## config.mk

```make
export PLATFORM = sky130hd
export DESIGN_NAME = ysyx_23060171_mem_arbiter
export DESIGN_NICKNAME = d
export VERILOG_FILES = /design/src/rtl/ysyx_23060171_mem_arbiter.sv
export SDC_FILE = /design/constraint.sdc
export NUM_CORES = 1
export LEC_CHECK = 0
export BUFFER_PORTS_ARGS = -buffer_cell sky130_fd_sc_hd__buf_2
export CORE_MARGIN = 2
export CORE_UTILIZATION = 50
export DETAILED_ROUTE_END_ITERATION = 12
export PLACE_DENSITY = 0.86
export SYNTH_ARGS = -nofsm -noshare
export SYNTH_HDL_FRONTEND = slang
export SYNTH_SLANG_ARGS = --single-unit
```

## constraint.sdc

```tcl
create_clock -name clk -period 4.95 [get_ports clk]
set_clock_uncertainty 0.15 [all_clocks]
set_input_delay 0.99 -clock clk [delete_from_list [all_inputs] [get_ports clk]]
set_output_delay 0.99 -clock clk [all_outputs]
set_load 0.05 [all_outputs]
```

## src/rtl/ysyx_23060171_mem_arbiter.sv

```systemverilog
// Two-master (IFU read-only, LSU read/write) arbiter onto one memory slave port.
// One outstanding transaction, round-robin on ties, response timeout for forward progress.
module ysyx_23060171_mem_arbiter #(
    parameter int unsigned TIMEOUT = 255,
    parameter int unsigned CNT_W   = 16
) (
    input  logic        clk,
    input  logic        rst_n,
    input  logic        ifu_req_valid,
    output logic        ifu_req_ready,
    input  logic [31:0] ifu_addr,
    output logic        ifu_rsp_valid,
    input  logic        ifu_rsp_ready,
    output logic [31:0] ifu_rdata,
    output logic        ifu_err,
    input  logic        lsu_req_valid,
    output logic        lsu_req_ready,
    input  logic [31:0] lsu_addr,
    input  logic        lsu_wen,
    input  logic [31:0] lsu_wdata,
    input  logic [7:0]  lsu_wmask,
    output logic        lsu_rsp_valid,
    input  logic        lsu_rsp_ready,
    output logic [31:0] lsu_rdata,
    output logic        lsu_err,
    output logic        mem_req_valid,
    input  logic        mem_req_ready,
    output logic [31:0] mem_addr,
    output logic        mem_wen,
    output logic [31:0] mem_wdata,
    output logic [7:0]  mem_wmask,
    input  logic        mem_rsp_valid,
    output logic        mem_rsp_ready,
    input  logic [31:0] mem_rdata,
    input  logic        mem_rsp_err,
    output logic        busy
);

    typedef enum logic [1:0] {IDLE, REQ, RESP, DELIVER} state_e;

    localparam bit             TO_EN   = (TIMEOUT != 0);
    localparam logic [CNT_W-1:0] TO_LAST = TO_EN ? CNT_W'(TIMEOUT - 1) : '0;

    state_e           state_q, state_d;
    logic             owner_q;        // 0 = IFU, 1 = LSU
    logic             last_owner_q;
    logic [31:0]      addr_q, wdata_q, rdata_q;
    logic             wen_q, err_q;
    logic [7:0]       wmask_q;
    logic [CNT_W-1:0] cnt_q;

    logic grant_lsu, grant_ifu, accept, timeout_hit, owner_rsp_ready;

    // On a tie, the master that did not own the last transaction wins.
    assign grant_lsu       = lsu_req_valid && (!ifu_req_valid || !last_owner_q);
    assign grant_ifu       = ifu_req_valid && !grant_lsu;
    assign accept          = (state_q == IDLE) && (grant_lsu || grant_ifu);
    assign timeout_hit     = TO_EN && (cnt_q == TO_LAST);
    assign owner_rsp_ready = owner_q ? lsu_rsp_ready : ifu_rsp_ready;

    always_ff @(posedge clk or negedge rst_n) begin
        if (!rst_n) state_q <= IDLE;
        else        state_q <= state_d;
    end

    always_comb begin
        state_d = state_q;
        unique case (state_q)
            IDLE:    if (accept) state_d = REQ;
            REQ:     if (mem_req_ready) state_d = RESP;
            RESP:    if (mem_rsp_valid || timeout_hit) state_d = DELIVER;
            DELIVER: if (owner_rsp_ready) state_d = IDLE;
            default: state_d = IDLE;
        endcase
    end

    always_ff @(posedge clk or negedge rst_n) begin
        if (!rst_n) begin
            owner_q      <= 1'b0;
            last_owner_q <= 1'b0;
            addr_q       <= '0;
            wen_q        <= 1'b0;
            wdata_q      <= '0;
            wmask_q      <= '0;
            rdata_q      <= '0;
            err_q        <= 1'b0;
            cnt_q        <= '0;
        end else begin
            unique case (state_q)
                IDLE: if (accept) begin
                    owner_q      <= grant_lsu;
                    last_owner_q <= grant_lsu;
                    addr_q       <= grant_lsu ? lsu_addr : ifu_addr;
                    wen_q        <= grant_lsu && lsu_wen;
                    wdata_q      <= grant_lsu ? lsu_wdata : '0;
                    wmask_q      <= grant_lsu ? lsu_wmask : '0;
                end
                REQ: if (mem_req_ready) cnt_q <= '0;
                RESP: begin
                    // A response arriving on the expiry cycle takes priority.
                    if (mem_rsp_valid) begin
                        rdata_q <= mem_rdata;
                        err_q   <= mem_rsp_err;
                    end else if (timeout_hit) begin
                        rdata_q <= '0;
                        err_q   <= 1'b1;
                    end else begin
                        cnt_q <= cnt_q + 1'b1;
                    end
                end
                default: ;
            endcase
        end
    end

    always_comb begin
        // Request-side ready is masked during reset so nothing handshakes while rst_n is low.
        ifu_req_ready = rst_n && (state_q == IDLE) && grant_ifu;
        lsu_req_ready = rst_n && (state_q == IDLE) && grant_lsu;
        mem_req_valid = (state_q == REQ);
        mem_addr      = addr_q;
        mem_wen       = wen_q;
        mem_wdata     = wdata_q;
        mem_wmask     = wmask_q;
        mem_rsp_ready = (state_q == IDLE) || (state_q == RESP);
        ifu_rsp_valid = (state_q == DELIVER) && !owner_q;
        lsu_rsp_valid = (state_q == DELIVER) && owner_q;
        ifu_rdata     = ifu_rsp_valid ? rdata_q : '0;
        ifu_err       = ifu_rsp_valid && err_q;
        lsu_rdata     = lsu_rsp_valid ? rdata_q : '0;
        lsu_err       = lsu_rsp_valid && err_q;
        busy          = (state_q != IDLE);
    end

endmodule

```

==> results of run 1 <==
-- flip-flops by register name, summed over array words and instances, names as in the netlist --
| name | flops |
|---|---|
| mem_wen | 1 |
| last_owner_q | 1 |
| rdata_q | 32 |
| cnt_q | 16 |
| mem_wmask | 8 |
| mem_wdata | 32 |
| err_q | 1 |
| state_q | 2 |
| mem_addr | 32 |
-- logic make-up after synthesis --
| kind of cell | count (synthesis) | share of synthesized area |
|---|---|---|
| compound gates | 142 | 0.184 |
| simple gates | 179 | 0.170 |
| buf+inv | 55 | 0.0378 |
| fa+ha+maj | 6 | 0.0128 |
| mux | 36 | 0.0617 |
| flops | 125 | 0.534 |
-- through the flow --
step / area (sq um) / cells / setup slack, ps / utilization / hold slack [ps]
2_1_floorplan: 5860 / 543 / 1590 / - / 322
5_1_grt: 8000 / 971 / 1130 / 0.700 / 277
3_5_place_dp: 7400 / 939 / 1710 / 0.648 / 315
3_3_place_gp: 7400 / 939 / 1760 / 0.648 / 307
6_report: 8000 / 971 / 1280 / 0.700 / 288
4_1_cts: 8000 / 971 / 1290 / 0.700 / 279
-- critical path: stages (launching register included) --
cell and delay [ps]:
dfrtp_1 390, ha_1 790, nor2b_1 210, buf_4 290, and2_1 180, buf_2 260
-- final cells by class --
cell class              instances  share of cell area
clock buffers                  18              0.0549
well taps                     143              0.0224
clock inverters                14              0.0200
multi-input cells             363               0.317
flip-flops and latches        125               0.391
inverters                       8             0.00375
repair buffers                300               0.191
-- cells in the mapped netlist (2+ instances only) --
cell type | number | area (sq um)
dfrtp_1 | 125 | 3130
a22o_1 | 73 | 639
nand2_1 | 50 | 188
clkbuf_1 | 38 | 143
and2_1 | 37 | 231
o21ai_0 | 37 | 185
and3_1 | 35 | 219
mux2i_1 | 35 | 350
nor3_1 | 10 | 50.1
inv_1 | 8 | 30.0
nor2_1 | 8 | 30.0
nand3_1 | 7 | 35.0
buf_2 | 6 | 30.0
ha_1 | 6 | 75.1
nor4_1 | 5 | 31.3
o211ai_1 | 5 | 37.5
a221o_1 | 4 | 40.0
nand2b_1 | 4 | 25.0
nand4_1 | 4 | 25.0
o311ai_0 | 4 | 35.0
or4_1 | 4 | 30.0
a21oi_1 | 3 | 15.0
nor2b_1 | 3 | 18.8
or3_1 | 3 | 18.8
a21o_1 | 2 | 15.0
buf_1 | 2 | 7.51
nand4b_1 | 2 | 17.5
o311a_1 | 2 | 20.0
-- layer usage --
metal  part of all wire  vias to the layer above  track usage
li1                   -                     2540            -
met1               0.39                     2593        0.326
met2               0.51                      281        0.459
met3              0.069                       46       0.0583
met4              0.030                        0        0.104
met5                  0                        -            0
-- report_power, final --
part	internal, mW	switching (mW)	total [mW]
clock	0.765	0.476	1.24
sequential	1.44	0.340	1.78
combinational	0.772	2.12	2.89
total	2.98	2.94	5.91
-- how the worst max path moves through the flow --
stage | startpoint | end | slack [ps] | cells past startpoint
3_5_place_dp | lsu_req_valid | ifu_req_ready | 1710 | 5
2_1_floorplan | lsu_req_valid | lsu_req_ready | 1590 | 4
3_3_place_gp | ifu_req_valid | ifu_req_ready | 1760 | 5
5_1_grt | state_q[1] | ifu_rdata[13] | 1130 | 5
4_1_cts | state_q[1] | ifu_rdata[2] | 1290 | 5
6_report | state_q[1] | ifu_rdata[25] | 1280 | 5
==> out/metrics.cfg, run 1 <==
[grt]
gr-usage-all-layers = 0.266
grt_antenna_before_repair = 0
grt_pass1_wl_um = 26800
grt_pass1_vias = 5368
gr-total-overflow = 0
grt_max_degree = 61

[layout]
final_common_cell = buf_2
nets = 967
fillers = 846
area_growth_syn_to_layout_pct = 36.4
n_antenna_cell = 0
regArea_sq_um = 3130
final_cell_mix = 290 x buf_2, 125 x dfrtp_1, 73 x a22o_1
drive_gt1_frac = 0.411
multi_input_area_sq_um = 2530

[power_and_ir_drop]
total_power_mw = 5.91
p_leak_nw = 4.40
peakVddDrop_uv = 508
power_per_cell_area_nw_per_um2 = 740

[drt]
num_vias = 5460
wl_per_cell_um = 17.7
wl_um = 17200
drtIter0Drc = 536
drcViolationCount = 0
ant_nets = 0
avgViaCountPerCell = 5.62
drtPass1Iterations = 7

[logic_synthesis]
syn-num-nets = 695
seq_area_frac_synth = 0.534
netlist-cell-type-count = 49
yosys_most_used_dff = dfrtp_1
ys.warnings.count = 0
syn_area_sq_um = 5860
async_flop_share = 1.00
synth_edf_count = 0
netlist_instances = 543
yosys_register_bits = 125
syn_avg_cell_area_sq_um = 10.8

[clock_tree]
cts_resized = 0
post_cts_buffers = 0
clk_root_buffer_cell = clkbuf_16
clkSlewWorstSetupHoldPaths_ps = 60
cts_hold_buf = 0
clockBufferDepth = 2
cts_tree = built
clk_latency_ps = 400
htree_levels = 4
clock_sinks = 125
cts_buffers = 17

[critical_path]
worst-path-max-fanout = 37
cp.arrival_ps = 2530
endpoint_kind = output pin
critPathKind = register to output pin
start_kind = register
required_ps = 3810
ff2ff_path_depth = 6
r2r_slack_ps = 2140
r2r_start = state_q[0]
timing.rr.end = cnt_q[4]

[timing]
worst_pin_slew_ps = 1200
fmax_mhz = 272
period_minus_slack_ps = 3670
relSlewSlack = 0.199
slew_viol_final = 0
grt_setup_unrepaired = false
hold_viol_final = 0
fin_crit_sh = 0.742
finalSetupTns_ps = 0
setup_viol = 0

[die]
start_util = 0.513
die_x_um = 112
core-area_sq_um = 11400
die_h_um = 112
die-area_sq_um = 12600
pin_count = 292
num_rows = 39

[place]
portBuffers = 291
gp_congestion = 0.929
post-dp-hpwl_um = 12500

[worst_hold_path]
worstHoldPathType = primary input to async pin

[run]
cap_violations = 0

[run_status]
status = finished, final reports clean

Note: power is estimated with default switching activity, not from simulation.
==> run 2: changes to the inputs <==
--- a/config.mk
+++ b/config.mk
@@ -7,9 +7,9 @@
 export LEC_CHECK = 0
 export BUFFER_PORTS_ARGS = -buffer_cell sky130_fd_sc_hd__buf_2
 export CORE_MARGIN = 2
-export CORE_UTILIZATION = 50
+export CORE_UTILIZATION = 42
 export DETAILED_ROUTE_END_ITERATION = 12
-export PLACE_DENSITY = 0.86
+export PLACE_DENSITY = 0.77
 export SYNTH_ARGS = -nofsm -noshare
 export SYNTH_HDL_FRONTEND = slang
 export SYNTH_SLANG_ARGS = --single-unit
==> constraint.sdc (replaced) <==
create_clock -name clk -period 3.1 [get_ports clk]
set_clock_uncertainty 0.15 [all_clocks]
set_input_delay 0.62 -clock clk [delete_from_list [all_inputs] [get_ports clk]]
set_output_delay 0.62 -clock clk [all_outputs]
set_load 0.05 [all_outputs]
==> out/metrics.cfg, run 2 (same netlist as run 1, synthesis figures left out) <==
[timing]
fmax_mhz = 370
fin_crit_sh = 0.872
holdWs_ps = 267
slew_viol_final = 0
period_minus_slack_ps = 2700
grt_setup_unrepaired = false
relSlewSlack = 0.511
worst_pin_slew_ps = 733
finalSetupTns_ps = 0
setup_viol = 0
hold_viol_final = 0

[power_and_ir_drop]
peakVddDrop_uv = 577
seqPwrFrac = 0.289
power.internal_mw = 5.02
clockPowerShare = 0.228
pwr-share-comb = 0.483
p_leak_nw = 4.47
power.share.switching = 0.481
power_per_cell_area_nw_per_um2 = 1180
p_switching_mw = 4.65

[layout]
drive_gt1_frac = 0.414
n_antenna_cell = 0
area_growth_syn_to_layout_pct = 39.4
final_cell_mix = 290 x buf_2, 125 x dfrtp_1, 73 x a22o_1
stdcell_count = 1015
nets = 974
final_common_cell = buf_2
utilization = 0.593
final_area_sq_um = 8170

[worst_hold_path]
worstHoldPathType = primary input to register
min_path_cells = 2

[drt]
wl_um = 16900
drtPass1Iterations = 4
drcViolationCount = 0
ant_nets = 0
wl_per_cell_um = 16.6
avgViaCountPerCell = 5.20
drtIter0Drc = 322
num_vias = 5276

[grt]
gr-total-overflow = 0
gr-usage-all-layers = 0.222
grt_max_degree = 107
grt_antenna_before_repair = 1
grt_pass1_vias = 4935
grt_pass1_wl_um = 25500

[die]
start_util = 0.426
die_x_um = 122
pin_count = 292
die_h_um = 122
die-area_sq_um = 14900
core-area_sq_um = 13800
num_rows = 43

[place]
post-dp-hpwl_um = 12300
placed_area_sq_um = 7500
dp.cells = 982
portBuffers = 291
gp_congestion = 0.867

[clock_tree]
clkSlewWorstSetupHoldPaths_ps = 60
clk_root_buffer_cell = clkbuf_16
clock_sinks = 125
cts_resized = 0
clk_latency_ps = 410
cts_buffers = 17
cts_hold_buf = 1
htree_levels = 4
clockBufferDepth = 2
cts_tree = built
post_cts_buffers = 0

[critical_path]
start_kind = register
required_ps = 2330
cp.arrival_ps = 1930
worst-path-max-fanout = 25
path_cells = a21boi_4, and3_1, buf_2
crit_path_max_incr_delay_ps = 620
endpoint_kind = output pin
critPathKind = register to output pin
ff2ff_path_depth = 7
crit_slowest_cell = dfrtp_1

[run_status]
status = finished, final reports clean

[run]
cap_violations = 0

run 2: area by class of cell:
class                      count  area (sq um)
inverter                       8          30.0
clock buffer                  17           425
tap                          180           225
fill                        1187          5600
clock inverter                15           235
sequential                   125          3130
timing repair buffer         307          1590
multi-input combinational    363          2530
run 2: power groups by stage:
stage | registers, mW | clock network (mW) | logic [mW]
3_5_place_dp | 2.79 | 0 | 4.70
3_3_place_gp | 2.78 | 0 | 4.62
4_1_cts | 2.78 | 2.24 | 4.70
6_report | 2.79 | 2.20 | 4.67
2_1_floorplan | 4.03 | 0 | 2.19
5_1_grt | 2.88 | 2.31 | 4.96
run 2: metal layers:
metal,part of all wire,GRT usage,vias to the layer above
met5,0.00047,0,-
met4,0.019,0.0912,2
met3,0.075,0.0655,28
met2,0.50,0.360,191
met1,0.41,0.277,2492
li1,-,-,2563
run 2: final timing paths:
kind	startpoint	endpoint	slack, ps
setup / recovery	last_owner_q	lsu_req_ready	400
hold / removal	lsu_wdata[0]	mem_wdata[0]	270
setup reg to reg	cnt_q[0]	rdata_q[17]	620
hold reg to reg	mem_addr[7]	mem_addr[7]	320
max in group asynchronous	rst_n	mem_wdata[12]	1400
min in group asynchronous	rst_n	mem_addr[26]	430
run 2: metrics by stage:
| step | total power, mW | setup slack (ps) |
|---|---|---|
| floorplan | 6.22 | 198 |
| global placement | 7.39 | 698 |
| detailed placement | 7.48 | 661 |
| CTS | 9.73 | 379 |
| global route | 10.2 | 267 |
| finish | 9.67 | 397 |
run 2: worst max-delay path: cells and delay by family, from the launching register on:
family,cells,cell delay (ps)
AO/OA/AOI/OAI,1,430
flip-flops,1,620
buffers and inverters,1,260
AND/OR/NAND/NOR,1,210
